`src/rtl/pipeline_stall_controller_pkg.sv`:
```
// Shared state encodings and latch-enable/bubble constants for the pipeline stall controller.
package pipeline_ctrl_pkg;

  typedef enum logic [1:0] {
    ST_RUN      = 2'b00,
    ST_MEM_WAIT = 2'b01,
    ST_FAULT    = 2'b11
  } pipe_state_t;

  localparam logic LE_ON      = 1'b1;
  localparam logic LE_OFF     = 1'b0;
  localparam logic NOP_ACTIVE = 1'b0;
  localparam logic NOP_IDLE   = 1'b1;

endpackage

```
`src/rtl/pipeline_stall_controller_sat_counter.sv`:
```
// Saturating up-counter with synchronous clear; holds at all-ones instead of wrapping.
module sat_counter #(
  parameter int WIDTH = 16
) (
  input  logic             clk,
  input  logic             clear,
  input  logic             inc,
  output logic [WIDTH-1:0] count
);

  logic [WIDTH-1:0] count_reg;

  always_ff @(posedge clk) begin
    if (clear) begin
      count_reg <= '0;
    end else if (inc && (count_reg != '1)) begin
      count_reg <= count_reg + WIDTH'(1);
    end
  end

  assign count = count_reg;

endmodule

```
`src/rtl/pipeline_stall_controller.sv`:
```
// Pipeline latch-enable / bubble / flush sequencer with data-memory timeout detection.
// Optional performance counters are built only when PERF_COUNTERS_EN is defined.
module pipeline_stall_controller
  import pipeline_ctrl_pkg::*;
#(
  parameter int MEM_TIMEOUT = 15,
  parameter int CNT_W       = 16
) (
  input  logic             clk,
  input  logic             reset,
  input  logic             load_use_stall,
  input  logic             branch_taken_ex,
  input  logic             mem_req,
  input  logic             mem_ready,
  output logic             LE_PC,
  output logic             LE_IF_ID,
  output logic             LE_ID_EX,
  output logic             LE_EX_MEM,
  output logic             LE_MEM_WB,
  output logic             NOP_ID_EX,
  output logic             NOP_MEM_WB,
  output logic             flush_IF_ID,
  output logic             mem_fault,
  output logic [1:0]       state_o,
  output logic [CNT_W-1:0] stall_cycles,
  output logic [CNT_W-1:0] flush_count
);

  localparam int WAIT_W = $clog2(MEM_TIMEOUT + 1);

  pipe_state_t       state_reg, state_next;
  logic [WAIT_W-1:0] wait_cnt_reg, wait_cnt_next;
  logic              mem_fault_reg, mem_fault_next;
  logic              hold_mem;
  logic              run_eval;

  always_ff @(posedge clk) begin
    if (reset) begin
      state_reg     <= ST_RUN;
      wait_cnt_reg  <= '0;
      mem_fault_reg <= 1'b0;
    end else begin
      state_reg     <= state_next;
      wait_cnt_reg  <= wait_cnt_next;
      mem_fault_reg <= mem_fault_next;
    end
  end

  always_comb begin
    state_next     = state_reg;
    wait_cnt_next  = wait_cnt_reg;
    mem_fault_next = mem_fault_reg;
    hold_mem       = 1'b0;
    run_eval       = 1'b0;
    LE_PC          = LE_ON;
    LE_IF_ID       = LE_ON;
    LE_ID_EX       = LE_ON;
    LE_EX_MEM      = LE_ON;
    LE_MEM_WB      = LE_ON;
    NOP_ID_EX      = NOP_IDLE;
    NOP_MEM_WB     = NOP_IDLE;
    flush_IF_ID    = 1'b0;

    if (!reset) begin
      case (state_reg)
        ST_RUN: begin
          if (mem_req && !mem_ready) begin
            hold_mem      = 1'b1;
            state_next    = ST_MEM_WAIT;
            wait_cnt_next = WAIT_W'(1);
          end else begin
            run_eval = 1'b1;
          end
        end
        ST_MEM_WAIT: begin
          if (mem_ready) begin
            run_eval      = 1'b1;
            state_next    = ST_RUN;
            wait_cnt_next = '0;
          end else begin
            hold_mem = 1'b1;
            if (wait_cnt_reg == WAIT_W'(MEM_TIMEOUT)) begin
              state_next     = ST_FAULT;
              mem_fault_next = 1'b1;
            end else begin
              wait_cnt_next = wait_cnt_reg + WAIT_W'(1);
            end
          end
        end
        ST_FAULT: begin
          LE_PC     = LE_OFF;
          LE_IF_ID  = LE_OFF;
          LE_ID_EX  = LE_OFF;
          LE_EX_MEM = LE_OFF;
          LE_MEM_WB = LE_OFF;
        end
        default: state_next = ST_RUN;
      endcase
    end

    // Memory wait freezes everything upstream of WB and drains a bubble into WB.
    if (hold_mem) begin
      LE_PC      = LE_OFF;
      LE_IF_ID   = LE_OFF;
      LE_ID_EX   = LE_OFF;
      LE_EX_MEM  = LE_OFF;
      NOP_MEM_WB = NOP_ACTIVE;
    end

    // A taken branch squashes the stalled instruction, so it wins over load-use.
    if (run_eval) begin
      if (branch_taken_ex) begin
        flush_IF_ID = 1'b1;
        NOP_ID_EX   = NOP_ACTIVE;
      end else if (load_use_stall) begin
        LE_PC     = LE_OFF;
        LE_IF_ID  = LE_OFF;
        NOP_ID_EX = NOP_ACTIVE;
      end
    end
  end

  assign mem_fault = mem_fault_reg;
  assign state_o   = state_reg;

`ifdef PERF_COUNTERS_EN
  logic [1:0]       cnt_inc;
  logic [CNT_W-1:0] cnt_val [2];

  assign cnt_inc[0] = !reset && (LE_PC == LE_OFF);
  assign cnt_inc[1] = !reset && flush_IF_ID;

  for (genvar gi = 0; gi < 2; gi++) begin : g_perf
    sat_counter #(.WIDTH(CNT_W)) u_cnt (
      .clk   (clk),
      .clear (reset),
      .inc   (cnt_inc[gi]),
      .count (cnt_val[gi])
    );
  end

  assign stall_cycles = cnt_val[0];
  assign flush_count  = cnt_val[1];
`else
  assign stall_cycles = '0;
  assign flush_count  = '0;
`endif

endmodule

```
`config.mk`:
```
export PLATFORM = sky130hd
export DESIGN_NAME = pipeline_stall_controller
export DESIGN_NICKNAME = d
export VERILOG_FILES = /design/src/rtl/pipeline_stall_controller_pkg.sv /design/src/rtl/pipeline_stall_controller_sat_counter.sv /design/src/rtl/pipeline_stall_controller.sv
export SDC_FILE = /design/constraint.sdc
export NUM_CORES = 1
export LEC_CHECK = 0
export CORE_AREA = 3 3 48 50
export DETAILED_ROUTE_END_ITERATION = 16
export DIE_AREA = 0 0 51 53
export PLACE_DENSITY_LB_ADDON = 0.25
export RECOVER_POWER = 25
export SLEW_MARGIN = 20
export SYNTH_ARGS = -nofsm -noshare
export SYNTH_HDL_FRONTEND = slang
export SYNTH_SLANG_ARGS = --single-unit
```
`constraint.sdc`:
```
create_clock -name clk -period 2.7 [get_ports clk]
set_input_delay 0.54 -clock clk [delete_from_list [all_inputs] [get_ports clk]]
set_output_delay 0.54 -clock clk [all_outputs]
set_load 0.05 [all_outputs]
```
==> Word-level counts from Yosys, hierarchy flattened <==
Index checks and enable logic that the tools add are counted.
{ "word_totals": {"mem_bits_rw": 0, "n_memories": 0, "elab_cells": 47, "output_inout_bits": 43, "in_bits": 6, "romBits": 0, "latch_bits": 0, "ff_bits": 7} }
{ "classes": {"n_shift": 0, "multipliers": 0, "reduce_logical": 7, "n_bitwise": 2, "n_div": 0, "addsub": 1, "n_eq_ne": 6, "order_cmp": 0, "mux": 28} }
{ "op_table": {"columns": ["op", "n"], "rows": [
  ["2-to-1 mux 1 bit", 18],
  ["2-to-1 mux 4 bit", 3],
  ["AND reduction 3 bit", 3],
  ["case mux 4 bit (2 select lines)", 1],
  ["2-to-1 mux 2 bit", 3],
  ["!= test 3 bit (second input constant)", 2],
  ["case mux 2 bit (3 select lines)", 1],
  ["adder 4 x 1 -> 4 bit (second input constant)", 1],
  ["equality test 4 bit (second input constant)", 1],
  ["case mux 1 bit (2 select lines)", 2],
  ["equality test 2 x 1 -> 1 bit (second input constant)", 1],
  ["equality test 2 bit (second input constant)", 1],
  ["logical NOT 2 bit", 1],
  ["!= test 2 bit (second input constant)", 1],
  ["NOT 1 bit", 2],
  ["nonzero test 2 bit", 1],
  ["logical AND 1 bit", 1],
  ["logical NOT 1 bit", 1]
]} }

==> Depth between registers and ports, before layout <==
{ "depth": {"word_depth": 9, "ltp_mapped": 5, "ltp_nobuf": 4} }

==> Worst setup path before layout <==
Ideal clock, no wire load.
{ "synth_path": {"kind": "register -> output", "start": "register state_reg[1], in the netlist state_o[1]", "end": "output port LE_PC", "slack_ns": -0.195, "stages_incl_launch_ff": 6, "required_ns": 2.160, "arrival_ns": 2.355, "path_buffers": 2, "cell_sequence": "dfxtp_1 > clkbuf_8 > nand2b_1 > a221oi_1 > a31oi_1 > buf_4"} }
{ "synth_between": {"elab_chain_cells": 7, "elab_cells_between_ends": 13, "cone_classes": "eq/ne: 2; mux: 10; reduce/logical: 1"} }
{ "synth_lines": {"columns": ["element", "line_no", "rtl"], "rows": [
  ["start, declared", "pipeline_stall_controller.sv:31", "pipe_state_t state_reg, state_next;"],
  ["start signal, assigned", "pipeline_stall_controller.sv:43", "state_reg <= state_next;"],
  ["equality test 2 x 1 -> 1 bit (tied with other cells)", "pipeline_stall_controller.sv:65", "case (state_reg)"],
  ["case mux 1 bit (2 select lines) or 2-to-1 mux 1 bit (tied branches)", null, null],
  ["2-to-1 mux 1 bit", "pipeline_stall_controller.sv:64", "if (!reset) begin"],
  ["2-to-1 mux 1 bit (3 in series)", null, null],
  ["2-to-1 mux 1 bit (*)", null, null],
  ["end, declared", "pipeline_stall_controller.sv:15", "output logic LE_PC,"]
]} }
Every way passes the cells marked *; elsewhere a longest branch is shown, timed or not.

==> Worst setup path in the final report <==
{ "layout_path": {"start": "input port mem_ready", "end": "output port LE_IF_ID"} }
{ "layout_between": {"elab_chain_cells": 9, "elab_cells_between_ends": 14, "cone_classes": "mux: 12; reduce/logical: 2"} }
{ "layout_lines": {"columns": ["element", "line_no", "rtl"], "rows": [
  ["start, declared", "pipeline_stall_controller.sv:14", "input logic mem_ready,"],
  ["logical NOT 1 bit", "pipeline_stall_controller.sv:67", "if (mem_req && !mem_ready) begin"],
  ["logical AND 1 bit", "pipeline_stall_controller.sv:67", null],
  ["2-to-1 mux 1 bit", "pipeline_stall_controller.sv:67", null],
  ["case mux 1 bit (2 select lines)", "pipeline_stall_controller.sv:65", null],
  ["2-to-1 mux 1 bit", "pipeline_stall_controller.sv:64", null],
  ["2-to-1 mux 1 bit", "pipeline_stall_controller.sv:102", "if (hold_mem) begin"],
  ["2-to-1 mux 1 bit", "pipeline_stall_controller.sv:115", "end else if (load_use_stall) begin"],
  ["2-to-1 mux 1 bit", "pipeline_stall_controller.sv:112", "if (branch_taken_ex) begin"],
  ["2-to-1 mux 1 bit (*)", "pipeline_stall_controller.sv:111", "if (run_eval) begin"],
  ["end, declared", "pipeline_stall_controller.sv:16", "output logic LE_IF_ID,"]
]} }
Marks and branches as above.

==> results.yml <==
synth:
  yosys.area_share.simple: 0.154
  synth-xor-area-share: 0
  ys_ff_latch: 7
  yosysWarnings: 0
  synth_top_cells_by_area: "buf_4, dfxtp_1, inv_1"
  synthCells: 85
  synth_compound_area_frac: 0.170
  synth.top_cell.area_share: 0.376
  postSynthAreaPerCell_um2: 8.23
  synthMuxAreaShare: 0.0143
  synth-adder-area-share: 0.0179
  ys.flop_type: "dfxtp_1"
  synth_cell_type_count: 30
  synth_edf_count: 0
  synth-async-reset-ratio: 0
  synth_top_family_by_area: "buffers and inverters"
  ys_seq_area_frac: 0.200
  synth_area_leader_cell: "buf_4"
  syn_area_um2: 699
worst_setup_path:
  end_kind: "primary output"
  worstPathRequired_ps: 2160
  critPathKind: "primary input to primary output"
  cp.arrival_ps: 1990
  worst_setup_path_start_kind: "primary input"
  cp_max_fo: 3
grt:
  grt-ovfl-total: 0
  grt_max_degree: 13
  grt_pass1_wl_um: 1990
  grt_use_total: 0.101
  antenna_found_initial: 0
  grt_pass1_vias: 456
sta:
  worstMarginPinSlew_ps: 892
  clock.fmax_mhz: 395
  skew_ps: 6.68
  fin_setup_tns_ps: 0
  setup_viol: 0
  final_max_slew_viol_count: 0
  fin_crit_sh: 0.937
  fin_crit_ps: 2530
  relSlewSlack: 0.404
  hold_viol_final: 0
  hold_slack_ps: 479
  rsz0062_at_grt: "no"
run_status:
  status: "finished, final reports clean"
floorplan:
  initial_core_util: 0.360
  coreArea_mm2: 0.00194
  ios: 49
  die-area_mm2: 0.00270
  die_h_um: 53
  die_w_um: 51
  rows: 16
cts:
  htreeDepth: 1
  cts_made_buffers: 3
  ctsResizeCount: 0
  cts_hold_buf: 0
  cts_max_path_buffers: 2
  postCtsSetupRepairBufs: 0
  insertion_delay_ps: 250
  root_buffer: "clkbuf_4"
  path_clk_slew_ps: 60
  clock-sinks: 7
  cts_tree: "yes"
pwr:
  power.leakage_nw: 0.369
  ir_drop_v: 0.000186
  p_per_area_mw_per_mm2: 471
place:
  gp_congestion: 0.743
  port_buffers: 16
  hpwl_um: 1100
finish:
  syn_to_final_growth_pct: 16.5
  num-nets-final: 110
  antenna_cells: 0
  largest_reg_flops: 4
  drive_gt1_frac: 0.157
detailed_routing:
  drtIter0Drc: 6
  ant_nets: 0
  post_drt_via_cell_ratio: 4.05
  drt_wl_total_um: 1280
  drc_errors: 0
  vias: 522
  drt_pass1_iterations: 2
  wire_per_inst_um: 9.93
job:
  cap_violations: 0
worst_hold_path:
  worstHoldPathType: "register to register"
[cell usage after synthesis, drive strengths merged (2+ instances only)]
library cell and n:
a21oi 2, a221oi 3, buf 35, dfxtp 7, inv 8, nand2b 2, nand3 4, nor2 3
[where the power goes]
group / switching, mW / internal, mW / leakage (nW)
clock network: 0.0414 / 0.0566 / 0.0150
logic: 0.143 / 0.0346 / 0.297
registers: 0.00242 / 0.105 / 0.0568
[critical path: stages]
cell,delay [ps]
dlygate4sd3_1,560
o21ba_2,280
nor3_1,70
a31oi_2,350
buf_12,180
[placed cells by master, fill, tap and decap left out]
cell             netlist  final
a31oi_2                0      1
nor3_1                 1      1
dfxtp_1                7      7
nand2b_4               1      1
nor3b_1                0      1
nor4_2                 0      1
mux2i_1                1      1
a22oi_1                1      1
nand4_1                1      1
clkbuf_4               0      3
conb_1                 1     32
ha_1                   1      1
a2111o_1               1      1
nand2b_1               1      1
o311ai_1               1      1
inv_1                  8      8
nand2_1                1      1
clkbuf_1               0      2
o21ba_2                1      1
a21boi_0               1      1
o21ai_0                1      1
o31ai_1                1      1
buf_4                 35      4
and3_1                 1      1
a211o_1                1      1
nor2_1                 3      3
a221oi_1               3      3
nand3_1                4      4
or4b_1                 1      1
clkdlybuf4s50_1        0      7
buf_12                 0      5
o211a_1                1      1
dlygate4sd3_1          0      1
a21oi_1                2      2
[cell families (layout without fill, tap and decap cells)]
family | after synthesis | after routing
other | 1 | 32
AO/OA/AOI/OAI | 15 | 15
flip-flops | 7 | 7
multiplexers | 1 | 1
adder cells (fa/ha/maj) | 1 | 1
buffers and inverters | 44 | 30
AND/OR/NAND/NOR | 16 | 16
[layout make-up]
class	instances	area [µm²]
clock buffers	4	26.3
fillers	215	1130
inverters	8	30.0
multi-input cells	65	370
flip-flops and latches	7	140
well taps	27	33.8
repair buffers	18	214
[path summary, 6_finish.rpt]
kind	start	endpoint	slack (ps)	cells past startpoint
worst max-delay path	mem_ready	LE_IF_ID	170	5
worst min-delay path	mem_fault	mem_fault	480	2
worst max register to register	state_o[1]	wait_cnt_reg[3]	810	3
worst min register to register	mem_fault	mem_fault	480	2
[metal layers]
metal | share of wire | GRT usage | vias up
li1 | - | - | 260
met1 | 0.36 | 0.101 | 236
met2 | 0.54 | 0.193 | 24
met3 | 0.091 | 0.0282 | 2
met4 | 0.011 | 0.0404 | 0
met5 | 0 | 0 | -
[stage by stage]
stage | instance area [µm²] | util | total power [mW] | setup slack, ps | std cells
5_1_grt | 815 | 0.419 | 0.403 | 104 | 129
6_report | 815 | 0.419 | 0.384 | 170 | 129
3_3_place_gp | 803 | 0.414 | 0.289 | 253 | 125
2_1_floorplan | 828 | - | 0.291 | 122 | 116
3_5_place_dp | 803 | 0.414 | 0.289 | 234 | 125
4_1_cts | 830 | 0.427 | 0.392 | 226 | 129
Note: power is estimated with default switching activity, not from simulation.
